===== config.mk =====
export PLATFORM = sky130hd
export DESIGN_NAME = rs_encoder
export DESIGN_NICKNAME = d
export VERILOG_FILES = /design/src/rtl/rs_encoder.sv
export SDC_FILE = /design/constraint.sdc
export NUM_CORES = 1
export LEC_CHECK = 0
export CAP_MARGIN = 20
export CORE_UTILIZATION = 40
export DETAILED_ROUTE_END_ITERATION = 8
export PLACE_DENSITY = 0.61
export SLEW_MARGIN = 20
export SYNTH_ARGS = -nofsm -noshare
export SYNTH_HDL_FRONTEND = slang
export SYNTH_SLANG_ARGS = --single-unit

===== constraint.sdc =====
create_clock -name clk -period 2.9 [get_ports clk]
set_clock_uncertainty 0.1 [all_clocks]
set_input_delay 0.435 -clock clk [delete_from_list [all_inputs] [get_ports clk]]
set_output_delay 0.435 -clock clk [all_outputs]
set_load 0.03 [all_outputs]

===== src/rtl/rs_encoder.sv =====
// -----------------------------------------------------------------------------
// rs_encoder
//
// Systematic Reed-Solomon (7,3) encoder over GF(2^3), p(x) = x^3 + x + 1,
// alpha = 3'd2, generator g(x) = x^4 + 3x^3 + 1x^2 + 2x + 3 (corrects t = 2
// symbol errors). A 9-bit message is accepted over a valid/ready handshake.
// Its three symbols are shifted through a 4-stage symbol-serial LFSR, one per
// cycle and highest degree first. The packed 21-bit codeword is then held
// until the downstream block takes it.
//
// Ports
//   clk        in   1  single clock, rising edge
//   reset      in   1  asynchronous, active-low; clears all state
//   msg_valid  in   1  msg holds a message to encode
//   msg_ready  out  1  encoder idle and able to accept (registered)
//   msg        in   9  {m2, m1, m0}, m2 = highest degree
//   cw_valid   out  1  codeword valid (registered)
//   cw_ready   in   1  downstream accepts the codeword
//   codeword   out 21  {c6..c0} = {m2, m1, m0, p3, p2, p1, p0} (registered)
//   cw_count   out  8  number of codewords handed off, wraps 255 -> 0
// -----------------------------------------------------------------------------
module rs_encoder (
  input  logic        clk,
  input  logic        reset,
  input  logic        msg_valid,
  output logic        msg_ready,
  input  logic [8:0]  msg,
  output logic        cw_valid,
  input  logic        cw_ready,
  output logic [20:0] codeword,
  output logic [7:0]  cw_count
);

  typedef enum logic [1:0] {
    ST_IDLE  = 2'd0,
    ST_SHIFT = 2'd1,
    ST_DONE  = 2'd2
  } state_t;

  // Constant multiply by alpha (x): shift left and fold x^3 back as x + 1.
  function automatic logic [2:0] gf_mul2(input logic [2:0] a);
    return {a[1], a[0] ^ a[2], a[2]};
  endfunction

  // Constant multiply by alpha^3 = x + 1, i.e. (a * x) + a.
  function automatic logic [2:0] gf_mul3(input logic [2:0] a);
    return gf_mul2(a) ^ a;
  endfunction

  state_t      state_r;
  state_t      next_state_s;

  logic [8:0]  msg_r;
  logic [1:0]  sc_r;
  logic [2:0]  r3_r;
  logic [2:0]  r2_r;
  logic [2:0]  r1_r;
  logic [2:0]  r0_r;

  logic        msg_ready_r;
  logic        cw_valid_r;
  logic [20:0] codeword_r;
  logic [7:0]  cw_count_r;

  logic        accept_s;
  logic        handoff_s;
  logic [2:0]  sym_s;
  logic [2:0]  fb_s;
  logic [2:0]  r3_nx_s;
  logic [2:0]  r2_nx_s;
  logic [2:0]  r1_nx_s;
  logic [2:0]  r0_nx_s;

  // Handshake qualifiers. msg_ready_r is high only in IDLE and cw_valid_r only
  // in DONE, so these also encode the state they belong to.
  always_comb begin
    accept_s  = msg_valid & msg_ready_r;
    handoff_s = cw_valid_r & cw_ready;
  end

  // Symbol select and LFSR next-state: m2 enters first, m0 last.
  always_comb begin
    sym_s = 3'd0;
    case (sc_r)
      2'd0:    sym_s = msg_r[8:6];
      2'd1:    sym_s = msg_r[5:3];
      2'd2:    sym_s = msg_r[2:0];
      default: sym_s = 3'd0;
    endcase
    fb_s    = sym_s ^ r3_r;
    r3_nx_s = r2_r ^ gf_mul3(fb_s);
    r2_nx_s = r1_r ^ fb_s;
    r1_nx_s = r0_r ^ gf_mul2(fb_s);
    r0_nx_s = gf_mul3(fb_s);
  end

  // FSM next-state decode.
  always_comb begin
    next_state_s = state_r;
    case (state_r)
      ST_IDLE: begin
        if (accept_s) begin
          next_state_s = ST_SHIFT;
        end else begin
          next_state_s = ST_IDLE;
        end
      end
      ST_SHIFT: begin
        if (sc_r == 2'd2) begin
          next_state_s = ST_DONE;
        end else begin
          next_state_s = ST_SHIFT;
        end
      end
      ST_DONE: begin
        if (handoff_s) begin
          next_state_s = ST_IDLE;
        end else begin
          next_state_s = ST_DONE;
        end
      end
      default: next_state_s = ST_IDLE;
    endcase
  end

  // FSM state register.
  always_ff @(posedge clk or negedge reset) begin
    if (!reset) begin
      state_r <= ST_IDLE;
    end else begin
      state_r <= next_state_s;
    end
  end

  // Datapath: message latch, LFSR, symbol counter and registered outputs.
  // The codeword register is loaded on the final shift edge from the LFSR
  // next-state, so cw_valid and codeword rise together and stay frozen in DONE.
  always_ff @(posedge clk or negedge reset) begin
    if (!reset) begin
      msg_r       <= 9'd0;
      sc_r        <= 2'd0;
      r3_r        <= 3'd0;
      r2_r        <= 3'd0;
      r1_r        <= 3'd0;
      r0_r        <= 3'd0;
      msg_ready_r <= 1'b1;
      cw_valid_r  <= 1'b0;
      codeword_r  <= 21'd0;
      cw_count_r  <= 8'd0;
    end else begin
      case (state_r)
        ST_IDLE: begin
          if (accept_s) begin
            msg_r       <= msg;
            sc_r        <= 2'd0;
            r3_r        <= 3'd0;
            r2_r        <= 3'd0;
            r1_r        <= 3'd0;
            r0_r        <= 3'd0;
            msg_ready_r <= 1'b0;
          end else begin
            msg_ready_r <= 1'b1;
          end
        end
        ST_SHIFT: begin
          r3_r <= r3_nx_s;
          r2_r <= r2_nx_s;
          r1_r <= r1_nx_s;
          r0_r <= r0_nx_s;
          sc_r <= sc_r + 2'd1;
          if (sc_r == 2'd2) begin
            cw_valid_r <= 1'b1;
            codeword_r <= {msg_r, r3_nx_s, r2_nx_s, r1_nx_s, r0_nx_s};
          end else begin
            cw_valid_r <= 1'b0;
          end
        end
        ST_DONE: begin
          if (handoff_s) begin
            cw_valid_r  <= 1'b0;
            msg_ready_r <= 1'b1;
            cw_count_r  <= cw_count_r + 8'd1;
          end else begin
            cw_valid_r  <= 1'b1;
          end
        end
        default: begin
          cw_valid_r  <= 1'b0;
          msg_ready_r <= 1'b1;
        end
      endcase
    end
  end

  // Output drive from registers only.
  always_comb begin
    msg_ready = msg_ready_r;
    cw_valid  = cw_valid_r;
    codeword  = codeword_r;
    cw_count  = cw_count_r;
  end

endmodule


==> impl_summary.md, run 1 <==
Clock network
The number of gates given a new drive strength after cts is 0. At the later pin of the worst-skew pair, clock insertion delay measures 310 ps. The cell chosen for the clock root is sky130_fd_sc_hd__clkbuf_8. The clock-pin slew on the worst setup and hold paths is 90 ps. The hold buffer count at cts is 0. The number of CTS-inserted buffers is 5.

The clock drives 56 sinks. The total setup buffers inserted after CTS is 0. The maximum clock path buffer count is 2. The total number of H-tree levels is 2. The TritonCTS clock tree is done.

Worst setup path
The reg-to-reg critical path startpoint is sc_r[0]. The critical path ends at codeword[10]. The critical path is of the register to register type. The slowest stage of the critical path is the sky130_fd_sc_hd__a222oi_1 cell. The worst-case register-to-register setup slack is 340 ps. The number of cells on the worst reg-to-reg path is 7. The critical path goes through inv_1 -> ha_1 -> a222oi_1 -> xnor2_1 -> mux2i_1 -> xnor2_1 -> mux2_2. The startpoint of the most critical setup path is sc_r[0]. The maximum net fanout on the critical path is 5. In this design, the critical path's most frequently occurring cell is sky130_fd_sc_hd__xnor2_1. The terminus of the critical flop-to-flop path is codeword[10].

The endpoint type of the worst setup path is a register. The peak per-stage delay on the critical path is 600 ps. For the worst setup path, the data required time is 3000 ps. The type of origin of the critical path is a register. The arrival time of data at the critical path endpoint is 2660 ps.

Die
The floorplan step defined a die boundary enclosing 6620 um^2. The cell row count is 28. The starting utilization of the core area is 42.0%. The width of the die is 81.4 um.

The count of boundary I/O pins is 44. The y dimension of the die is 81.4 um. The core area is 5990 um^2.

Power and ir drop
IR analysis of the VDD net gives a maximum drop of 551 uV. The static leakage is 1.45 nW. Power spread over the standard cell area amounts to 1220 nW/um^2.

Run
Across the run, the number of max-cap violations was 0.

Yosys
The area of the mapped netlist is 2520 um^2. In the post-synthesis netlist, the biggest area contributors are sky130_fd_sc_hd__dfrtp_1 55%, sky130_fd_sc_hd__mux2_2 12%, sky130_fd_sc_hd__xnor2_1 4.9%. Yosys printed 0 warnings.

The most area-hungry cell type in the Yosys netlist is sky130_fd_sc_hd__dfrtp_1. Synthesis handed over a netlist of 200 instances. The share of synthesized area in the top cell type comes to 54.6%. Sequential elements use 55.7% of the synthesized area. After synthesis, the mean cell area works out to 12.6 um^2.

The flip-flop and latch count after synthesis is 56. The number of distinct library cells after synthesis is 24. Synthesis produced a netlist with a net count of 222.

Timing
Headroom to the max-slew limit came out at 54.1%. The final worst slack is 344 ps. The final period demand of the worst path is 2560 ps. The number of setup violations in the final report is 0. Setup repair after global routing left no endpoint under its margin. The slew at the pin closest to its max-slew limit is 688 ps. The count of pins over their slew limit is 0. The setup TNS is 0 ps. Derived from the worst setup path, the maximum achievable clock frequency is 391 MHz. The number of endpoints with negative hold slack in the final report is 0.

The share of the cycle needed by the critical path after routing is 88.1%.

Global route
The met1 track demand over resource in global routing is 21.1%. The initial antenna violation count is 0. The layer with the highest usage is met2. The total overflow left after global routing is 0. For met3 alone, demand over resource in global routing was 3.93%. The number of global-route vias before repair is 1544.

The first global-routing pass estimated 7.49 mm of wire. Global routing used 15.4% of the available tracks. Entering global routing, the biggest net connects 30 pins. Global routing used 23.0% of the available met2 tracks.

Finish
The final instance count without filler cells is 324. The share of cells above drive strength 1 is 17.3%. Cells fill 52.5% of the core in the end.

The synthesis-to-layout area growth is 24.9%. The number of antenna repair diodes is 0. In the final design database the tool counted 271 nets.

Detailed routing
The final layout contains routed wiring with a total length of 4.66 mm. The routed via count divided by cell count is 4.98. The count of vias placed by the detailed router is 1614.

The final routed DRC violation total is 0. The first-pass iteration count of the detailed router is 6. The routed length per instance is 14.4 um. Once detail routing completed, the nets flagged for antenna violations numbered 0. The first routing iteration left 115 violations.

Worst hold path
The tightest min-delay check is of the primary input to asynchronous set/reset pin type.

Placed design
The worst slack at placement is 389 ps. The count of buffers added on input and output ports is 43. The detailed placer's ending HPWL is 3.43 mm. The final weighted congestion in routability-driven placement is 0.839. Once placement completed, the tool counted placed cells totaling 317.

Outcome
The flow ran to the end, and the final reports show no timing, DRC or antenna violations.
[worst min path at each step]
stage | start | to | slack, ps | cells after the start
floorplan | reset | codeword[0] | 40 | 0
global placement | cw_count[7] | cw_count[7] | 360 | 1
detailed placement | codeword[5] | codeword[5] | 370 | 2
CTS | reset | cw_count[2] | 80 | 1
global route | reset | cw_count[2] | 90 | 1
finish | reset | cw_count[2] | 60 | 1
[Yosys cell counts (all sizes together)]
| cell | n |
|---|---|
| xnor2 | 14 |
| xnor3 | 3 |
| a21oi | 3 |
| dfrtp | 55 |
| nor2b | 1 |
| and3 | 2 |
| dfstp | 1 |
| nand2b | 3 |
| a22o | 7 |
| nor2 | 6 |
| ha | 9 |
| a21boi | 1 |
| nand4 | 3 |
| xor2 | 11 |
| o21ai | 13 |
| nand3 | 1 |
| a222oi | 3 |
| mux2 | 27 |
| inv | 5 |
| clkbuf | 7 |
| or2 | 1 |
| nand2 | 23 |
| mux2i | 1 |
[logic make-up after synthesis]
logic type	share of synthesized area (%)
buf+inv	1.79
simple gates	7.10
flops	55.7
mux	12.5
compound gates	7.10
xor+xnor	11.4
fa+ha+maj	4.47
[critical path: cells and delay by family (launching register included)]
| kind | cells | cell delay (ps) |
|---|---|---|
| buffers and inverters | 1 | 100 |
| XOR/XNOR | 2 | 390 |
| adder cells (fa/ha/maj) | 1 | 260 |
| flip-flops | 1 | 400 |
| multiplexers | 2 | 600 |
| AO/OA/AOI/OAI | 1 | 600 |
[sequential cells by signal (all words and copies together) (netlist names)]
register   count
state_r        2
codeword      21
msg_r          9
cw_valid       1
r3_r           3
sc_r           2
cw_count       8
r2_r           3
r0_r           3
msg_ready      1
r1_r           3
[report_power, final]
group	leakage [nW]	internal, W	total [W]	switching (W)
combinational	0.693	0.00101	0.00214	0.00112
clock	0.0410	0.000165	0.000403	0.000238
sequential	0.711	0.00109	0.00129	0.000203
total	1.45	0.00227	0.00383	0.00156
[through the flow]
stage,instance area [um^2],hold WS (ps),power [W]
final,3150,57.0,0.00383
after CTS,3150,80.4,0.00389
after detailed placement,3070,375,0.00347
after floorplan,2520,39.4,0.00280
after global placement,3070,357,0.00344
after global routing,3150,88.1,0.00413
[metal layers]
| metal | wire length [um] | up-vias |
|---|---|---|
| li1 | - | 776 |
| met1 | 2280 | 785 |
| met2 | 2110 | 49 |
| met3 | 228 | 4 |
| met4 | 41 | 0 |
| met5 | 0 | - |
[cell usage in the layout, fill, tap and decap left out, types with 2 or more instances in the layout]
master                            synthesis  final
sky130_fd_sc_hd__dfrtp_1                 55     55
sky130_fd_sc_hd__clkdlybuf4s50_1          0     42
sky130_fd_sc_hd__mux2_2                  27     27
sky130_fd_sc_hd__nand2_1                 23     23
sky130_fd_sc_hd__xnor2_1                 14     14
sky130_fd_sc_hd__o21ai_0                 13     13
sky130_fd_sc_hd__xor2_1                  11     11
sky130_fd_sc_hd__ha_1                     9      9
sky130_fd_sc_hd__a22o_1                   7      7
sky130_fd_sc_hd__inv_1                    5      5
sky130_fd_sc_hd__nor2_1                   5      5
sky130_fd_sc_hd__clkbuf_8                 0      5
sky130_fd_sc_hd__buf_4                    0      5
sky130_fd_sc_hd__a21oi_1                  3      3
sky130_fd_sc_hd__nand2b_1                 3      3
sky130_fd_sc_hd__a222oi_1                 3      3
sky130_fd_sc_hd__xnor3_1                  3      3
sky130_fd_sc_hd__nand4_1                  3      3
sky130_fd_sc_hd__and3_1                   2      2
[final cells by class]
class,instances,area [um^2]
inverters,5,18.8
fillers,518,2840
repair buffers,49,483
clock buffers,6,72.6
multi-input cells,132,1070
clock inverters,1,5.00
well taps,75,93.8
flip-flops and latches,56,1400
No activity file was read; power rests on OpenSTA's default activity.
==> inputs of run 2 (changes only) <==
--- a/config.mk
+++ b/config.mk
@@ -8,6 +8,7 @@
 export CAP_MARGIN = 20
 export CORE_UTILIZATION = 40
 export DETAILED_ROUTE_END_ITERATION = 8
+export MAX_ROUTING_LAYER = met4
 export PLACE_DENSITY = 0.61
 export SLEW_MARGIN = 20
 export SYNTH_ARGS = -nofsm -noshare
==> run 2 against run 1 <==
Against the previous run: clock power about the same; core utilization unchanged; maximum frequency fell by 0.36%; routed wire length up 0.19%; critical path depth unchanged; cell area unchanged; non-clock buffer count stayed put; first-iteration DRC count is 4.3% lower; critical endpoint unchanged; count of clock-buffer cells in the layout unchanged; register-to-register slack is essentially flat; combinational power about the same; global-route usage is 0.46 points higher.
==> impl_summary.md, run 2 (synthesized netlist as in run 1, its figures left out) <==
Outcome
The run finished with clean final reports.

Power and ir drop
The static leakage came to 1.45 nW (unchanged). The total power is 0.00383 W (about the same). The power per cell area is 1220 nW/um^2 (about the same). The peak ir drop on the vdd network is 551 uV (about the same).

Timing
The number of setup violations in the final report was 0 (unchanged). The number of endpoints with negative hold slack in the final report came to 0 (unchanged). Setup repair after global routing left no endpoint under its margin. The count of pins over their slew limit is 0 (unchanged). The setup TNS was 0 ps (unchanged). The worst hold slack is 57.2 ps (+0.199 ps). The achievable frequency came to 390 MHz (-0.36%). The share of the cycle needed by the critical path after routing is 88.5% (+0.32 points). The slew at the pin closest to its max-slew limit was 688 ps (+0.202 ps). The final period demand of the worst path is 2570 ps (+9.14 ps).

The worst slew margin relative to its limit is 54.1% (about the same).

Worst hold path
The type of the worst min-delay path is primary input to asynchronous set/reset pin.

Finish
The library cells used most frequently in the layout, excluding fill and tap cells, are 55 x sky130_fd_sc_hd__dfrtp_1, 42 x sky130_fd_sc_hd__clkdlybuf4s50_1, 27 x sky130_fd_sc_hd__mux2_2. The share of cells above drive strength 1 was 17.3% (unchanged). The number of antenna repair diodes came to 0 (unchanged). The final-stage net count is 271 (unchanged). The number of flip-flops under the largest register name is 21 (unchanged). The synthesis-to-layout area growth came to 24.9% (unchanged). Leaving out fill and tap cells, the most frequent cell in the layout is sky130_fd_sc_hd__dfrtp_1.

The fill cell instance count of the final layout is 518 (unchanged).

Detailed routing
The total routed wire length on the met1 layer came to 2.28 mm (+0.18%). The sum of routed wire length over all layers was 4.66 mm (+0.19%). The routed length per instance came to 14.4 um (+0.19%). The amount of wire on met2 after detailed routing was 2.11 mm (unchanged).

The first-pass iteration count of the detailed router is 5 (-1). The met3 wire length is 235 um (+3.1%). In this run the top signal layer used is met4. The count of vias placed by the detailed router is 1617 (+0.19%). The routed via count divided by cell count is 4.99 (+0.19%). The final routed DRC violation total is 0 (unchanged). The iteration-0 DRC count of the detailed router came to 110 (-4.3%).

The number of antenna-violating nets in the routed design came to 0 (unchanged).

Worst setup path
STA classifies the critical path endpoint as a register. The peak per-stage delay on the critical path is 600 ps (about the same). The maximum net fanout on the critical path was 5 (unchanged). The most numerous cell type found on the critical path is sky130_fd_sc_hd__xnor2_1. Walking the worst path, the cells encountered are inv_1 -> ha_1 -> a222oi_1 -> xnor2_1 -> mux2i_1 -> xnor2_1 -> mux2_2. The type of origin of the critical path is a register. The arrival time of data at the critical path endpoint is 2660 ps (about the same). The required time reported for the critical path endpoint is 3000 ps (about the same).

The slowest stage cell on the critical path is sky130_fd_sc_hd__a222oi_1. The worst setup path is of the register to register kind.

Global route
The maximum number of pins on one net before global-route repair is 30 (unchanged). The global-route wire length before repair came to 7.49 mm (unchanged). The number of global-route vias before repair came to 1546 (+0.13%). The total grt overflow came to 0 (unchanged). The total track usage is 15.8% (+0.46 points). The initial antenna violation count is 0 (unchanged).

Die
The y dimension of the die is 81.4 um (unchanged). The starting utilization of the core area is 42.0% (unchanged). The cell row count is 28 (unchanged).

The core area was 5990 um^2 (unchanged). The width of the die is 81.4 um (unchanged). The area enclosed by the die boundary was 6620 um^2 (unchanged). The count of boundary I/O pins is 44 (unchanged).

Run
The max-capacitance violation count came to 0 (unchanged).

Clock network
The tree is rooted in a sky130_fd_sc_hd__clkbuf_8. The clock network latency to the later pin of the worst-skew pair came to 310 ps (about the same). The number of gates given a new drive strength after cts is 0 (unchanged).

The maximum clock path buffer count is 2 (unchanged). The clock-pin slew on the worst setup and hold paths is 90 ps (about the same). The hold buffer count at cts was 0 (unchanged).

The number of clock sinks is 56 (unchanged). The TritonCTS clock tree is done. The total number of H-tree levels was 2 (unchanged). The total setup buffers inserted after CTS is 0 (unchanged). The number of CTS-inserted buffers is 5 (unchanged).

Placed design
The final weighted congestion in routability-driven placement is 0.852 (+1.6%). The detailed placer's ending HPWL came to 3.43 mm (unchanged). The port buffer count is 43 (unchanged).
[run 2: cell counts in the layout (fill, tap and decap cells not counted)]
Identical to the previous run, type by type.
[run 2: path summary, 6_finish.rpt]
kind / from / endpoint / slack [ps] / cells after the start
max reg2reg: sc_r[0] / codeword[10] / 330 / 7
min in group clk: cw_count[7] / cw_count[7] / 380 / 1
min: reset / cw_count[2] / 60 / 1
min reg2reg: cw_count[7] / cw_count[7] / 380 / 1
max: sc_r[0] / codeword[10] / 330 / 7
max in group asynchronous: reset / msg_ready / 1990 / 2
[run 2: stage by stage]
| stage | instance area, um^2 | setup WS [ps] | cells | utilization, % |
|---|---|---|---|---|
| 2_1_floorplan | 2520 | 589 | 200 | - |
| 4_1_cts | 3150 | 354 | 324 | 52.5 |
| 6_report | 3150 | 335 | 324 | 52.5 |
| 5_1_grt | 3150 | 193 | 324 | 52.5 |
| 3_5_place_dp | 3070 | 389 | 317 | 51.2 |
| 3_3_place_gp | 3070 | 475 | 317 | 51.2 |
[run 2: report_power, final]
group	internal [W]	switching, W
sequential	0.00109	0.000203
clock	0.000165	0.000238
combinational	0.00101	0.00112
[run 2: layout make-up]
cell class,instances,area [um^2],area share (%)
Multi-Input combinational cell,132,1070,34.0
Sequential cell,56,1400,44.6
Clock inverter,1,5.00,0.159
Timing Repair Buffer,49,483,15.3
Tap cell,75,93.8,2.98
Inverter,5,18.8,0.596
Clock buffer,6,72.6,2.31
[run 2: worst max-delay path: cells and delay by family, from the launching register on]
family                     cells  cell delay [ps]
muxes                          2              600
AOI/OAI and AO/OA              1              600
DFF                            1              400
xor gates and xnor gates       2              390
adders and majority gates      1              260
buffers and inverters          1              100
[run 2: routing by layer]
layer / GRT usage (%) / vias up
met1: 21.1 / 784
li1: - / 776
met5: - / -
met3: 3.93 / 4
met2: 23.0 / 53
met4: 6.43 / 0
==> inputs of run 3 (changes only) <==
--- a/config.mk
+++ b/config.mk
@@ -7,9 +7,11 @@
 export LEC_CHECK = 0
 export CAP_MARGIN = 20
 export CORE_UTILIZATION = 40
+export CTS_CLUSTER_SIZE = 24
 export DETAILED_ROUTE_END_ITERATION = 8
 export MAX_ROUTING_LAYER = met4
 export PLACE_DENSITY = 0.61
+export SKIP_CTS_REPAIR_TIMING = 1
 export SLEW_MARGIN = 20
 export SYNTH_ARGS = -nofsm -noshare
 export SYNTH_HDL_FRONTEND = slang
==> results of run 3 <==
Same layout as run 2: the final DEF is identical, and so are final timing and power.
==> RTL change 1 (settings of run 1) <==
Re-encode `state_t` (3 states) as one-hot, 3 bits wide.
--- a/src/rtl/rs_encoder.sv
+++ b/src/rtl/rs_encoder.sv
@@ -33,6 +33,6 @@
 
-  typedef enum logic [1:0] {
-    ST_IDLE  = 2'd0,
-    ST_SHIFT = 2'd1,
-    ST_DONE  = 2'd2
+  typedef enum logic [2:0] {
+    ST_IDLE  = 3'b001,
+    ST_SHIFT = 3'b010,
+    ST_DONE  = 3'b100
   } state_t;
Formal check against the unedited RTL: no difference found for any inputs over 10 cycles, from zero or initial values and one cycle with reset low; not proved beyond that.
==> RTL change 1 against run 1 <==
  * The run now ends with hold timing left
  * Sequential cell count up 1
  * Area after synthesis about the same
  * First-iteration DRC count down 31%
  * Core utilization up 1.7 points
  * Worst hold slack worse by 0.063 ns
  * Cell area up 3.3%
  * Sequential power down 4%
  * Setup slack better by 0.067 ns
  * Routed wire length up 3.1%
  * Synthesized cell count up 2.0%
  * Non-clock buffer count unchanged
  * Total power down 4.2%
  * Largest cell class unchanged
  * Largest power group unchanged
==> RTL change 1: results (changes against run 1) <==
routing:
  initialDrtViolationCount: 79  # -31%
  vias_per_cell: 5.01  # +0.61%
  firstDrtPassIters: 4  # -2
  drt-wirelength-per-cell_um: 14.3  # -0.63%
placement:
  dp_hpwl_um: 3370  # -1.8%
  gp_congestion: 0.810  # -3.4%
  port_buffers: 43  # unchanged
  place_inst: 320  # +0.95%
  placed_area_mm2: 0.00305  # -0.49%
power:
  ir_drop_uv: 630  # +14%
  pg_seq_uw: 1240  # -4%
  clkPwrFrac_pct: 19.3  # +8.8 points
  netSwitchingPower_uw: 1410  # -9.6%
run_status:
  status: "finished with violations"
  violations: "hold timing"
logic_synthesis:
  yosys_warnings: 0  # unchanged
  ys_seq_area_share_pct: 56.7  # +1.0 points
  avgSynthCellArea_um2: 12.4  # -1.9%
  synth_common_cells: "dfrtp_1, mux2_2, nand2_1, o21ai_0, xnor2_1"
  synthDistinctLibCells: 34  # +42%
  synthTopCellsByArea: "dfrtp_1, mux2_2, xnor2_1"
timing:
  whs_ns: -0.00566  # -0.0626 ns
  min_period_ns: 2.49  # -0.0667 ns
  tightest_slew_ns: 0.842  # +0.153 ns
  hold_viol: 7  # +7
grt:
  grtUsageTotal_pct: 16.0  # +0.58 points
  grt_pass1_vias: 1577  # +2.1%
  grt_max_degree: 46  # +53%
  grt_pass1_wl_um: 7680  # +2.5%
setup_path:
  reg2reg_slack_ns: 0.41  # +0.07 ns
  max_stage_delay_ns: 0.58  # -0.02 ns
  endpoint: "codeword[11]"
  cpLargestDelayFamily: "compound AO/OA/AOI/OAI gates"
layout:
  drive_gt1_share_pct: 19.5  # +2.3 points
  n_antenna_cell: 0  # unchanged
  nets: 274  # +1.1%
  final_cells: 336  # +3.7%
clock_tree:
  cts_inserted_buffers: 9  # +4
  clkTransAtPathRegs_ns: 0.07  # -0.02 ns
  htree_levels: 3  # +1
  clkLatencyLatePin_ns: 0.33  # +0.02 ns
## RTL change 1: changes by cell type after synthesis, moves of 2 or more
cell	delta
a22o_1	-4
ha_1	-4
mux2_2	-4
nand3_1	+2
o21ai_0	+4
o22ai_1	+3
## RTL change 1: kinds of logic after synthesis
kind of cell	share of synthesized area, %
DFF	56.7
xor gates and xnor gates	11.4
adders and majority gates	2.48
buffers and inverters	1.79
AOI/OAI and AO/OA	8.89
muxes	10.8
and+or+nand+nor	7.94
## RTL change 1: cell type report
cell class,count,area (µm²)
tap,75,93.8
fill,520,2740
inverter,4,15.0
sequential,57,1430
multi-input combinational,135,1050
clock buffer,14,183
timing repair buffer,49,473
clock inverter,2,10.0
## RTL change 1: layer usage
| metal | global-route usage (%) | wire length, µm |
|---|---|---|
| met5 | 0 | 0 |
| met4 | 8.39 | 76 |
| met3 | 4.49 | 231 |
| met2 | 21.4 | 2070 |
| met1 | 23.0 | 2420 |
==> RTL change 2 (settings of run 1) <==
Without the edit above. Make the reset (`reset`) synchronous in 2 clocked blocks. Comments in the files are not updated.
--- a/src/rtl/rs_encoder.sv
+++ b/src/rtl/rs_encoder.sv
@@ -126,3 +126,3 @@
   // FSM state register.
-  always_ff @(posedge clk or negedge reset) begin
+  always_ff @(posedge clk) begin
     if (!reset) begin
@@ -137,3 +137,3 @@
   // next-state, so cw_valid and codeword rise together and stay frozen in DONE.
-  always_ff @(posedge clk or negedge reset) begin
+  always_ff @(posedge clk) begin
     if (!reset) begin
Formal check against the unedited RTL: differs if reset is asserted again (counterexample within 4 cycles, from zero or initial values and one cycle with reset low); with reset held inactive, the same outputs for 10 cycles.
==> RTL change 2 against run 1 <==
  * Routed wire length up 8.9%
  * Sequential cell count unchanged
  * Fmax up 2.9%
  * Area after synthesis down 1.6%
  * Cell area down 1.5%
  * Setup slack better by 0.072 ns
  * Cell count up 24%
  * Via count up 22%
  * First-iteration DRC count down 7.0%
  * Worst hold slack better by 0.31 ns
Power is not compared: it rests on default switching activity, and its combinational part moved more than twofold at a synthesized area within 25%.
==> RTL change 2: results (changes against run 1) <==
run_status:
  status: "finished clean"
clock_tree:
  cts_resized: 0  # unchanged
  cts_buffer_depth: 2  # unchanged
  cts_setup_buffers: 0  # unchanged
min_path:
  hold_class: "reg -> reg"
  whs_endpoint: "codeword[0]"
layout:
  syn_to_final_growth_pct: 25.0  # about the same
  final_core_util_pct: 52.0  # -0.49 points
  buffer_area_share_pct: 15.1  # -0.25 points
  largest_reg_flops: 21  # unchanged
  final_cells: 401  # +24%
  drive_gt1_share_pct: 4.91  # -12 points
  register_area_mm2: 0.00112  # -20%
  fillCellCount: 581  # +12%
  nNonClkBuffers: 48  # -2.0%
  clock_buffers: 6  # unchanged
  sh_seq_area_pct: 36.2  # -8.4 points
  clkCellAreaFrac_pct: 3.47  # +1.0 points
  multi_input_area_share_pct: 41.6  # +7.6 points
  multi_input_cells: 209  # +58%
  nets: 347  # +28%
logic_synthesis:
  synth_cells: 283  # +42%
  synthesis.nets: 305  # +37%
  synthDistinctLibCells: 29  # +21%
  yosys_most_used_dff: "dfxtp_1"
  ys_seq_area_share_pct: 45.2  # -10 points
  async_flop_share_pct: 0  # -100 points
  synthTopCellsByArea: "dfxtp_1, nand2_1, a21boi_0"
  synth_common_cells: "nand2_1, dfxtp_1, a21boi_0, xnor2_1, and2_1"
grt:
  grt_pass1_vias: 1781  # +15%
  grt_pass1_wl_um: 8540  # +14%
  antenna_found_initial: 0  # unchanged
  grt_max_degree: 26  # -13%
  grtUsageTotal_pct: 17.2  # +1.8 points
placement:
  preCtsSetupSlack_ns: 0.441  # +0.0525 ns
  placed_area_mm2: 0.00299  # -2.5%
  dp_hpwl_um: 3640  # +6.3%
  gp_congestion: 0.847  # +0.95%
  place_inst: 393  # +24%
  port_buffers: 43  # unchanged
setup_path:
  worstPathMaxFanout: 5  # unchanged
  startpoint: "sc_r[0]"
  cp.arrival_ns: 2.60  # -0.06 ns
  reg2reg_to: "r0_r[1]"
  reg2reg_slack_ns: 0.42  # +0.07 ns
  r2r_cells: 8  # +1
  max_stage_delay_ns: 0.54  # -0.06 ns
  cpLargestDelayFamily: "compound AO/OA/AOI/OAI gates"
timing:
  whs_ns: 0.364  # +0.307 ns
  finalCritPeriodShare_pct: 85.7  # -2.5 points
  relSlewSlack_pct: 51.6  # -2.5 points
routing:
  initialDrtViolationCount: 107  # -7.0%
  vias_per_cell: 4.92  # -1.3%
  drt-wirelength-per-cell_um: 12.6  # -12%
  drc: 0  # unchanged
power:
  total_power_uw: 1500
  leakagePower_uw: 0.00113
  pg_seq_uw: 803
[RTL change 2: changes by cell type in the layout (fill, tap and decap cells not counted), moves of 17 or more]
cell / run 1 / this run
a21boi_0: 0 / 24
and2_1: 0 / 17
dfrtp_1: 55 / 0
dfxtp_1: 0 / 56
mux2_2: 27 / 0
nand2_1: 23 / 63
[RTL change 2: layer usage]
layer / global-route usage [%] / up-vias / share of wire (%)
met5: 0 / - / 0
met4: 5.89 / 0 / 1.3
met3: 4.32 / 7 / 3.7
met2: 28.3 / 37 / 46
met1: 21.8 / 909 / 49
li1: - / 1019 / -
[RTL change 2: cell families after synthesis]
| kind of cell | count (synthesis) | synth area share [%] |
|---|---|---|
| AND/OR/NAND/NOR | 113 | 21.1 |
| AO/OA/AOI/OAI | 57 | 15.2 |
| flip-flops | 56 | 45.2 |
| XOR/XNOR | 28 | 10.2 |
| buffers and inverters | 18 | 2.73 |
| adder cells (fa/ha/maj) | 9 | 4.54 |
| multiplexers | 2 | 0.959 |
